**src/rtl/irq_pkg.sv**
```systemverilog
// Shared constants and types for the pending-request arbiter and its encoder.
package irq_pkg;

  localparam int N_REQ = 8;
  localparam int ID_W  = 3;

  typedef enum logic {
    IDLE    = 1'b0,
    PRESENT = 1'b1
  } arb_state_e;

  function automatic logic [N_REQ-1:0] id_to_onehot(input logic [ID_W-1:0] id);
    logic [N_REQ-1:0] v;
    v = '0;
    v[id] = 1'b1;
    return v;
  endfunction

endpackage

```
**src/rtl/irq_pending_arbiter_if.sv**
```systemverilog
// Request/mask inputs and the valid/ack ID handshake between arbiter and consumer.
interface irq_pending_arbiter_if;
  import irq_pkg::*;

  logic [N_REQ-1:0] req;
  logic [N_REQ-1:0] mask;
  logic             irq_ack;
  logic             irq_valid;
  logic [ID_W-1:0]  irq_id;
  logic [N_REQ-1:0] pending;

  // The environment side drives requests, masks and acks.
  modport master (
    output req, mask, irq_ack,
    input  irq_valid, irq_id, pending
  );

  // The arbiter side.
  modport slave (
    input  req, mask, irq_ack,
    output irq_valid, irq_id, pending
  );

endinterface

```
**src/rtl/priority_encoder_8to3.sv**
```systemverilog
// Combinational 8-to-3 priority encoder; the highest set index wins.
module priority_encoder_8to3 (
  input  logic [7:0] i,
  output logic [2:0] out,
  output logic       valid
);

  always_comb begin
    // NOTE: defaults first so every path assigns both outputs and no latch is inferred.
    out   = '0;
    valid = 1'b0;
    for (int k = 0; k < 8; k++) begin
      if (i[k]) begin
        out   = 3'(k);
        valid = 1'b1;
      end
    end
  end

endmodule

```
**src/rtl/irq_pending_arbiter.sv**
```systemverilog
// Edge-triggered pending flags with masking, feeding a held valid/ack ID presentation.
module irq_pending_arbiter
  import irq_pkg::*;
(
  input  logic                 clk,
  input  logic                 rst_n,
  irq_pending_arbiter_if.slave bus
);

  logic [N_REQ-1:0] req_d_q, req_d_d;
  logic [N_REQ-1:0] pending_q, pending_d;
  arb_state_e       state_q, state_d;
  logic             irq_valid_q, irq_valid_d;
  logic [ID_W-1:0]  irq_id_q, irq_id_d;

  logic [N_REQ-1:0] rise;
  logic [N_REQ-1:0] clr;
  logic [N_REQ-1:0] cand;
  logic [ID_W-1:0]  enc_id;
  logic             enc_valid;
  logic             accept;

  assign rise   = bus.req & ~req_d_q;
  assign accept = (state_q == PRESENT) & bus.irq_ack;
  assign clr    = accept ? id_to_onehot(irq_id_q) : '0;
  assign cand   = pending_q & ~bus.mask;

  priority_encoder_8to3 u_enc (
    .i     (cand),
    .out   (enc_id),
    .valid (enc_valid)
  );

  always_comb begin
    req_d_d     = bus.req;
    // Set is OR-ed in after the clear so a coincident rise survives the ack.
    pending_d   = (pending_q & ~clr) | rise;
    state_d     = state_q;
    irq_valid_d = irq_valid_q;
    irq_id_d    = irq_id_q;

    unique case (state_q)
      IDLE: begin
        if (enc_valid) begin
          state_d     = PRESENT;
          irq_valid_d = 1'b1;
          irq_id_d    = enc_id;
        end
      end
      PRESENT: begin
        if (bus.irq_ack) begin
          state_d     = IDLE;
          irq_valid_d = 1'b0;
        end
      end
      default: begin
        state_d     = IDLE;
        irq_valid_d = 1'b0;
      end
    endcase
  end

  always_ff @(posedge clk or negedge rst_n) begin
    if (!rst_n) begin
      req_d_q     <= '0;
      pending_q   <= '0;
      state_q     <= IDLE;
      irq_valid_q <= 1'b0;
      irq_id_q    <= '0;
    end else begin
      // NOTE: non-blocking so every flop samples the pre-edge values of its peers.
      req_d_q     <= req_d_d;
      pending_q   <= pending_d;
      state_q     <= state_d;
      irq_valid_q <= irq_valid_d;
      irq_id_q    <= irq_id_d;
    end
  end

  assign bus.irq_valid = irq_valid_q;
  assign bus.irq_id    = irq_id_q;
  assign bus.pending   = pending_q;

endmodule

```
**src/flat_wrapper.sv**
```systemverilog
// flat-port wrapper written by rule: the top's interface ports become plain ports
module irq_pending_arbiter_flat import irq_pkg::*;
  (clk, rst_n, bus_req, bus_mask, bus_irq_ack, bus_irq_valid, bus_irq_id, bus_pending);
  irq_pending_arbiter_if bus_i ();
  input  logic clk;
  input  logic rst_n;
  input wire logic [$bits(bus_i.req)-1:0] bus_req;
  input wire logic [$bits(bus_i.mask)-1:0] bus_mask;
  input wire logic [$bits(bus_i.irq_ack)-1:0] bus_irq_ack;
  output wire logic [$bits(bus_i.irq_valid)-1:0] bus_irq_valid;
  output wire logic [$bits(bus_i.irq_id)-1:0] bus_irq_id;
  output wire logic [$bits(bus_i.pending)-1:0] bus_pending;
  assign bus_i.req = bus_req;
  assign bus_i.mask = bus_mask;
  assign bus_i.irq_ack = bus_irq_ack;
  assign bus_irq_valid = bus_i.irq_valid;
  assign bus_irq_id = bus_i.irq_id;
  assign bus_pending = bus_i.pending;
  irq_pending_arbiter u_core (.clk(clk), .rst_n(rst_n), .bus(bus_i));
endmodule
```
**config.mk**
```make
export PLATFORM = sky130hd
export DESIGN_NAME = irq_pending_arbiter_flat
export DESIGN_NICKNAME = d
export VERILOG_FILES = /design/src/rtl/irq_pkg.sv /design/src/rtl/irq_pending_arbiter_if.sv /design/src/rtl/priority_encoder_8to3.sv /design/src/rtl/irq_pending_arbiter.sv /design/src/flat_wrapper.sv
export SDC_FILE = /design/constraint.sdc
export NUM_CORES = 1
export LEC_CHECK = 0
export BUFFER_PORTS_ARGS = -buffer_cell sky130_fd_sc_hd__buf_2
export CAP_MARGIN = 10
export CORE_ASPECT_RATIO = 1.2
export CORE_MARGIN = 1
export CORE_UTILIZATION = 50
export DETAILED_ROUTE_END_ITERATION = 8
export PLACE_DENSITY_LB_ADDON = 0.25
export SLEW_MARGIN = 25
export SYNTH_ARGS = -nofsm -noshare
export SYNTH_HDL_FRONTEND = slang
export SYNTH_HIERARCHICAL = 1
export SYNTH_SLANG_ARGS = --single-unit
```
**constraint.sdc**
```tcl
create_clock -name clk -period 2.2 [get_ports clk]
set_input_delay 0.11 -clock clk [delete_from_list [all_inputs] [get_ports clk]]
set_output_delay 0.11 -clock clk [all_outputs]
set_load 0.1 [all_outputs]
```
# Word level (Yosys, flattened, before mapping)
# Index checks and enable logic that the tools add are counted.
word_totals:
  output_inout_bits: 12
  wordCells: 45
  regBits: 21
classes:
  magnitude_cmp: 2
  bitwise: 9
  eq_ne: 2
  n_reduce_logical: 3
  muxes: 24
op_table:
  columns: ["op", "count"]
  rows:
  - ["8-bit bitwise AND", 3]
  - ["8-bit inverter", 3]
  - ["3-bit 2-to-1 mux", 6]
  - ["1-bit 2-to-1 mux", 14]
  - ["8-bit 2-to-1 mux", 1]
  - ["8-bit bitwise OR", 1]
  - ["3-bit by 4-bit < comparator with 1-bit output, second input constant", 1]
  - ["1-bit one-hot mux with 2 select lines", 2]
  - ["2-bit AND reduction", 2]
  - ["1-bit demux with 3-bit select", 1]
  - ["3-bit by 1-bit greater-or-equal comparator with 1-bit output, second input constant", 1]
  - ["2-bit by 1-bit inequality test with 1-bit output, second input constant", 1]
  - ["2-bit inequality test, second input constant", 1]
  - ["1-bit bitwise AND", 1]
  - ["1-bit logical AND", 1]
  - ["1-bit inverter", 1]

# Depth between registers and ports, before layout
depth:
  word_depth: 12
  mapped_depth: 5
  depth_no_buf: 5

# Hierarchy
# The synthesis kept the hierarchy.
modules_own_cells:
  columns: ["module", "seq_area_each_um2", "cells_per_inst", "area_per_inst_um2", "n_inst"]
  rows:
  - ["irq_pending_arbiter", 525.5, 66, 785.8, 1]
  - ["priority_encoder_8to3", 0.0, 12, 57.6, 1]

# Least setup slack after synthesis
# Ideal clock, no wire load.
synth_timing:
  kind: "register to register"
  startpoint: "reg u_core.pending_q[4], in the netlist u_core/bus.pending[4]"
  endpoint: "reg u_core.irq_id_q[1], in the netlist u_core/bus.irq_id[1]"
  path_buffers: 0
  t_required_ns: 2.072
  setup_slack_ns: 0.183
  arrival_ns: 1.889
  stages_incl_launch_ff: 6
  setup_time_ns: 0.128
  cell_sequence: "dfrtp_1 > nor2b_1 > nor2_1 > nand4_1 > nor2b_2 > mux2_1"
synth_via:
  elab_chain_cells: 6
  elab_cells_between_ends: 10
synth_rtl:
  columns: ["item", "line", "rtl"]
  rows:
  - ["start, declared", "irq_pending_arbiter.sv:11", "logic [N_REQ-1:0] pending_q, pending_d;"]
  - ["start signal, assigned", "irq_pending_arbiter.sv:73", "pending_q <= pending_d;"]
  - ["8-bit bitwise AND", "irq_pending_arbiter.sv:26", "assign cand = pending_q & ~bus.mask;"]
  - ["net u_core.cand[4]", "irq_pending_arbiter.sv:18", "logic [N_REQ-1:0] cand;"]
  - ["1-bit 2-to-1 mux (4 in a row)", "priority_encoder_8to3.sv:13", "if (i[k]) begin"]
  - ["net u_core.enc_valid", "irq_pending_arbiter.sv:20", "logic enc_valid;"]
  - ["2-bit AND reduction (no line)", null, null]
  - ["end signal, assigned", "irq_pending_arbiter.sv:76", "irq_id_q <= irq_id_d;"]
  - ["end, declared", "irq_pending_arbiter.sv:14", "logic [ID_W-1:0] irq_id_q, irq_id_d;"]
# The timed path passes the listed nets, and every way through them passes these cells.
# A chain may end at the register's enable or synchronous reset.

# Worst setup path after layout
layout_timing:
  startpoint: "reg u_core.pending_q[6], in the netlist u_core/bus.pending[6]"
  endpoint: "reg u_core.irq_id_q[1], in the netlist u_core/bus.irq_id[1]"
layout_via:
  elab_chain_cells: 4
  elab_cells_between_ends: 6
layout_rtl:
  columns: ["item", "line"]
  rows:
  - ["8-bit bitwise AND", "irq_pending_arbiter.sv:26"]
  - ["net u_core.cand[6]", "irq_pending_arbiter.sv:18"]
  - ["1-bit 2-to-1 mux (2 in a row)", "priority_encoder_8to3.sv:13"]
  - ["net u_core.enc_valid", "irq_pending_arbiter.sv:20"]
  - ["2-bit AND reduction (no line)", null]
# The timed path passes the listed nets, and every way through them passes these cells.

==> run_results.csv <==
group,metric,value,unit
status,result_of_the_run,"completed",
logic_synthesis,postSynthAreaPerCell,10.8,sq um
critical_path,timing.critical_path.required,2.40,ns
drt,detail_route.wl_per_cell,12.4,microns
timing,slew_violations,0,
drt,route.vias.total,721,
logic_synthesis,yosysTopAreaCellShare,62.3,%
worst_hold_path,hp-class,"input port to flip-flop",
cts,clock_tree.htree_level_count,1,
die,core_area,1500,sq um
critical_path,crit_type,"flip-flop to flip-flop",
placement,global_placer_s_final_weighted_congestion,0.731,
timing,peak_clock_frequency_supported_by_timing,650,MHz
global_route,grt_start_max_net_pins,22,
logic_synthesis,synthesized_flop_and_latch_total,21,
logic_synthesis,synth_seq_area_share,62.3,%
power,power.share.sequential,34.3,%
cts,clk_pin_slew,0.11,ns
timing,grt_setup_unrepaired,"no",
die,die_boundary_height,47.0,microns
global_route,via_count_of_the_first_global_routing_pass,697,
global_route,met3_track_demand_over_resource_in_global_routing,4.27,%
power,netSwitchingPower,920,uW
power,internal_power,725,uW
critical_path,crit_path_start_kind,"flip-flop",
timing,timing.final.crit_period,1.54,ns
critical_path,cpMaxStageDelayCell,"dfrtp_1",
timing,report.final.hold_viol_count,0,
timing,worst_slew_pin_slew,0.486,ns
global_route,grt_antenna_before_repair,0,
critical_path,worstPathArrival,1.74,ns
critical_path,rr_worst_depth,5,
critical_path,critical_path_stages,5,
logic_synthesis,top_post_synthesis_cells_by_area,"dfrtp_1 (62%), nor2b_1 (5.9%), o21ai_0 (4.7%), inv_1 (4.5%), mux2_1 (4.0%)",
layout,antenna_cells,0,
power,leakage,0.000516,uW
timing,setup_total_negative_slack,0,ns
logic_synthesis,synth_cell_types,18,
logic_synthesis,post_synth_most_frequent_cells,"dfrtp_1 (21), inv_1 (10), nor2b_1 (8), o21ai_0 (8), o21ai_1 (6)",
critical_path,critical-path-max-stage-delay,0.41,ns
die,num_io_pins,31,
cts,ctsResizeCount,0,
critical_path,endpoint_kind,"flip-flop",
layout,num-nets-final,141,
logic_synthesis,netlist.top_cell.by_area,"dfrtp_1",
timing,slew_headroom,67.8,%
logic_synthesis,synth_enable_flop_cells,0,
power,power.combinational.fraction,54.6,%
critical_path,path_delay_family,"simple AND/OR/NAND/NOR gates",
critical_path,worstReg2RegEnd,"u_core/bus.irq_id[1]",
power,fin_total_pwr,1640,uW
critical_path,crit_start,"u_core/bus.pending[6]",
timing,final_setup_violations,0,
global_route,grt_first_pass_wirelength,2680,microns
placement,place.detailed.hpwl,1260,microns
timing,fin_worst_skew,0.00414,ns
cts,postCtsHoldBufs,9,
drt,wirelength,1710,microns
cts,clockBufferDepth,2,
critical_path,crit_path_cell_trace,"nor2b_1 > nor2_1 > nand4_1 > nor2b_2 > mux2_1",
power,worst_vdd_drop,881,uV
global_route,gr-usage-all-layers,22.5,%
logic_synthesis,yosysWarnings,6,
layout,syn2layout_area_growth,34.1,%
power,switching_share,55.9,%
cts,cts.sink_count,21,
drt,drcViolationCount,0,
run,max-cap-violations,0,
global_route,grt_overflow_total,0,
cts,tritoncts_clock_tree,"built",
drt,postRouteAntennaNets,0,
drt,routed_via_density,5.22,
die,floorplan.die_area,1860,sq um
layout,drive_gt1_share,28.1,%
logic_synthesis,ys_async_sr_fraction,100,%
cts,cts_setup_buffers,0,
logic_synthesis,synth_most_common_cell,"dfrtp_1",
drt,detailedRoute.firstIterationViolations,19,
die,width_of_the_die,39.5,microns
die,start_util,56.2,%
logic_synthesis,synth_area,843,sq um
drt,detailed_routing_iterations_pass_1,4,
global_route,grtUsageMet1,22.3,%
critical_path,crit_path_end,"u_core/bus.irq_id[1]",
global_route,globalRoute.busiestLayer,"met2",
timing,timing.final.crit_share,69.9,%
cts,ctsRootBufferMaster,"clkbuf_4",
global_route,grt.met2_usage,41.6,%
cts,numCtsBuffers,3,
power,power.density_cell_area,1450,nW/um^2
placement,dpl_cell_area,1010,sq um
die,standard_cell_row_count,15,
logic_synthesis,synthFlopType,"dfrtp_1",
critical_path,path_buf_inv,0,
logic_synthesis,cells_after_synth,78,
critical_path,timing.rr.start,"u_core/bus.pending[6]",
power,pwr-share-clk,11.1,%
logic_synthesis,synthesis.nets,97,
critical_path,ff2ff_setup_slack,0.66,ns
placement,port-buffer-count,30,
cts,worstSkewPairLatency,0.30,ns
layout,finish.instance_area,1130,sq um
critical_path,critPathMaxFanout,4,
## logic make-up (layout without fill, tap and decap cells)
family / after synthesis / after routing / share of synthesized area [%]
AOI/OAI and AO/OA: 22 / 22 / 15.0
DFF: 21 / 21 / 62.3
and+or+nand+nor: 21 / 21 / 13.8
buffers and inverters: 11 / 54 / 4.90
muxes: 3 / 3 / 4.01
## area by class of cell
class | count | area [sq um]
sequential | 21 | 526
fill | 120 | 370
multi-input combinational | 46 | 277
timing repair buffer | 39 | 240
inverter | 11 | 41.3
clock buffer | 4 | 26.3
tap | 17 | 21.3
## placed cells by master, fill, tap and decap left out, types with 2 or more instances in the layout
| cell | synthesis | routed |
|---|---|---|
| a21oi_1 | 2 | 2 |
| buf_2 | 0 | 30 |
| clkbuf_4 | 0 | 3 |
| dfrtp_1 | 21 | 21 |
| dlygate4sd3_1 | 0 | 9 |
| inv_1 | 10 | 10 |
| mux2_1 | 3 | 3 |
| nand2_1 | 2 | 2 |
| nand2b_1 | 2 | 2 |
| nor2_1 | 5 | 5 |
| nor2b_1 | 8 | 8 |
| o21ai_0 | 8 | 8 |
| o21ai_1 | 6 | 6 |
| o31ai_1 | 4 | 4 |
## through the flow
stage	util, %	cells	worst slack (ns)	hold slack (ns)
finish	75.3	138	0.662	0.102
global route	75.3	138	0.557	0.102
CTS	75.3	138	0.669	0.0966
detailed placement	67.6	125	0.688	0.0883
global placement	67.6	125	0.770	0.0780
floorplan	-	78	0.183	-0.186
## routing by layer
metal / vias to the layer above / part of all wire (%)
met2: 23 / 55
met1: 348 / 39
met3: 5 / 3.8
li1: 345 / -
met4: 0 / 2.0
met5: - / 0
## tightest hold or removal path, delay by kind of cell
kind                   cells  cell delay (ns)
AO/OA/AOI/OAI              1             0.11
buffers and inverters      2             0.15
## power by group through the flow
stage	combinational [uW]	sequential [uW]	clock, uW
after global routing	944	578	205
after detailed placement	888	571	0
after global placement	881	566	0
after floorplan	181	1110	0
final	899	564	182
after CTS	902	564	189
## flip-flops by register name, indices dropped and copies added, names as in the netlist
register,flops
u_core/bus.irq_id,3
u_core/bus.irq_valid,1
u_core/bus.pending,8
u_core/req_d_q,8
u_core/state_q,1
## how the worst min path moves through the flow
| stage | to | start | slack (ns) | cells after the start |
|---|---|---|---|---|
| 3_3_place_gp | u_core/bus.pending[2] | rst_n | 0.08 | 1 |
| 2_1_floorplan | u_core/bus.irq_id[0] | rst_n | -0.19 | 0 |
| 5_1_grt | u_core/bus.irq_valid | bus_irq_ack | 0.10 | 3 |
| 6_report | u_core/bus.irq_valid | bus_irq_ack | 0.10 | 3 |
| 3_5_place_dp | u_core/req_d_q[2] | rst_n | 0.09 | 1 |
| 4_1_cts | u_core/bus.irq_valid | bus_irq_ack | 0.1 | 3 |
No activity file was read; power rests on OpenSTA's default activity.
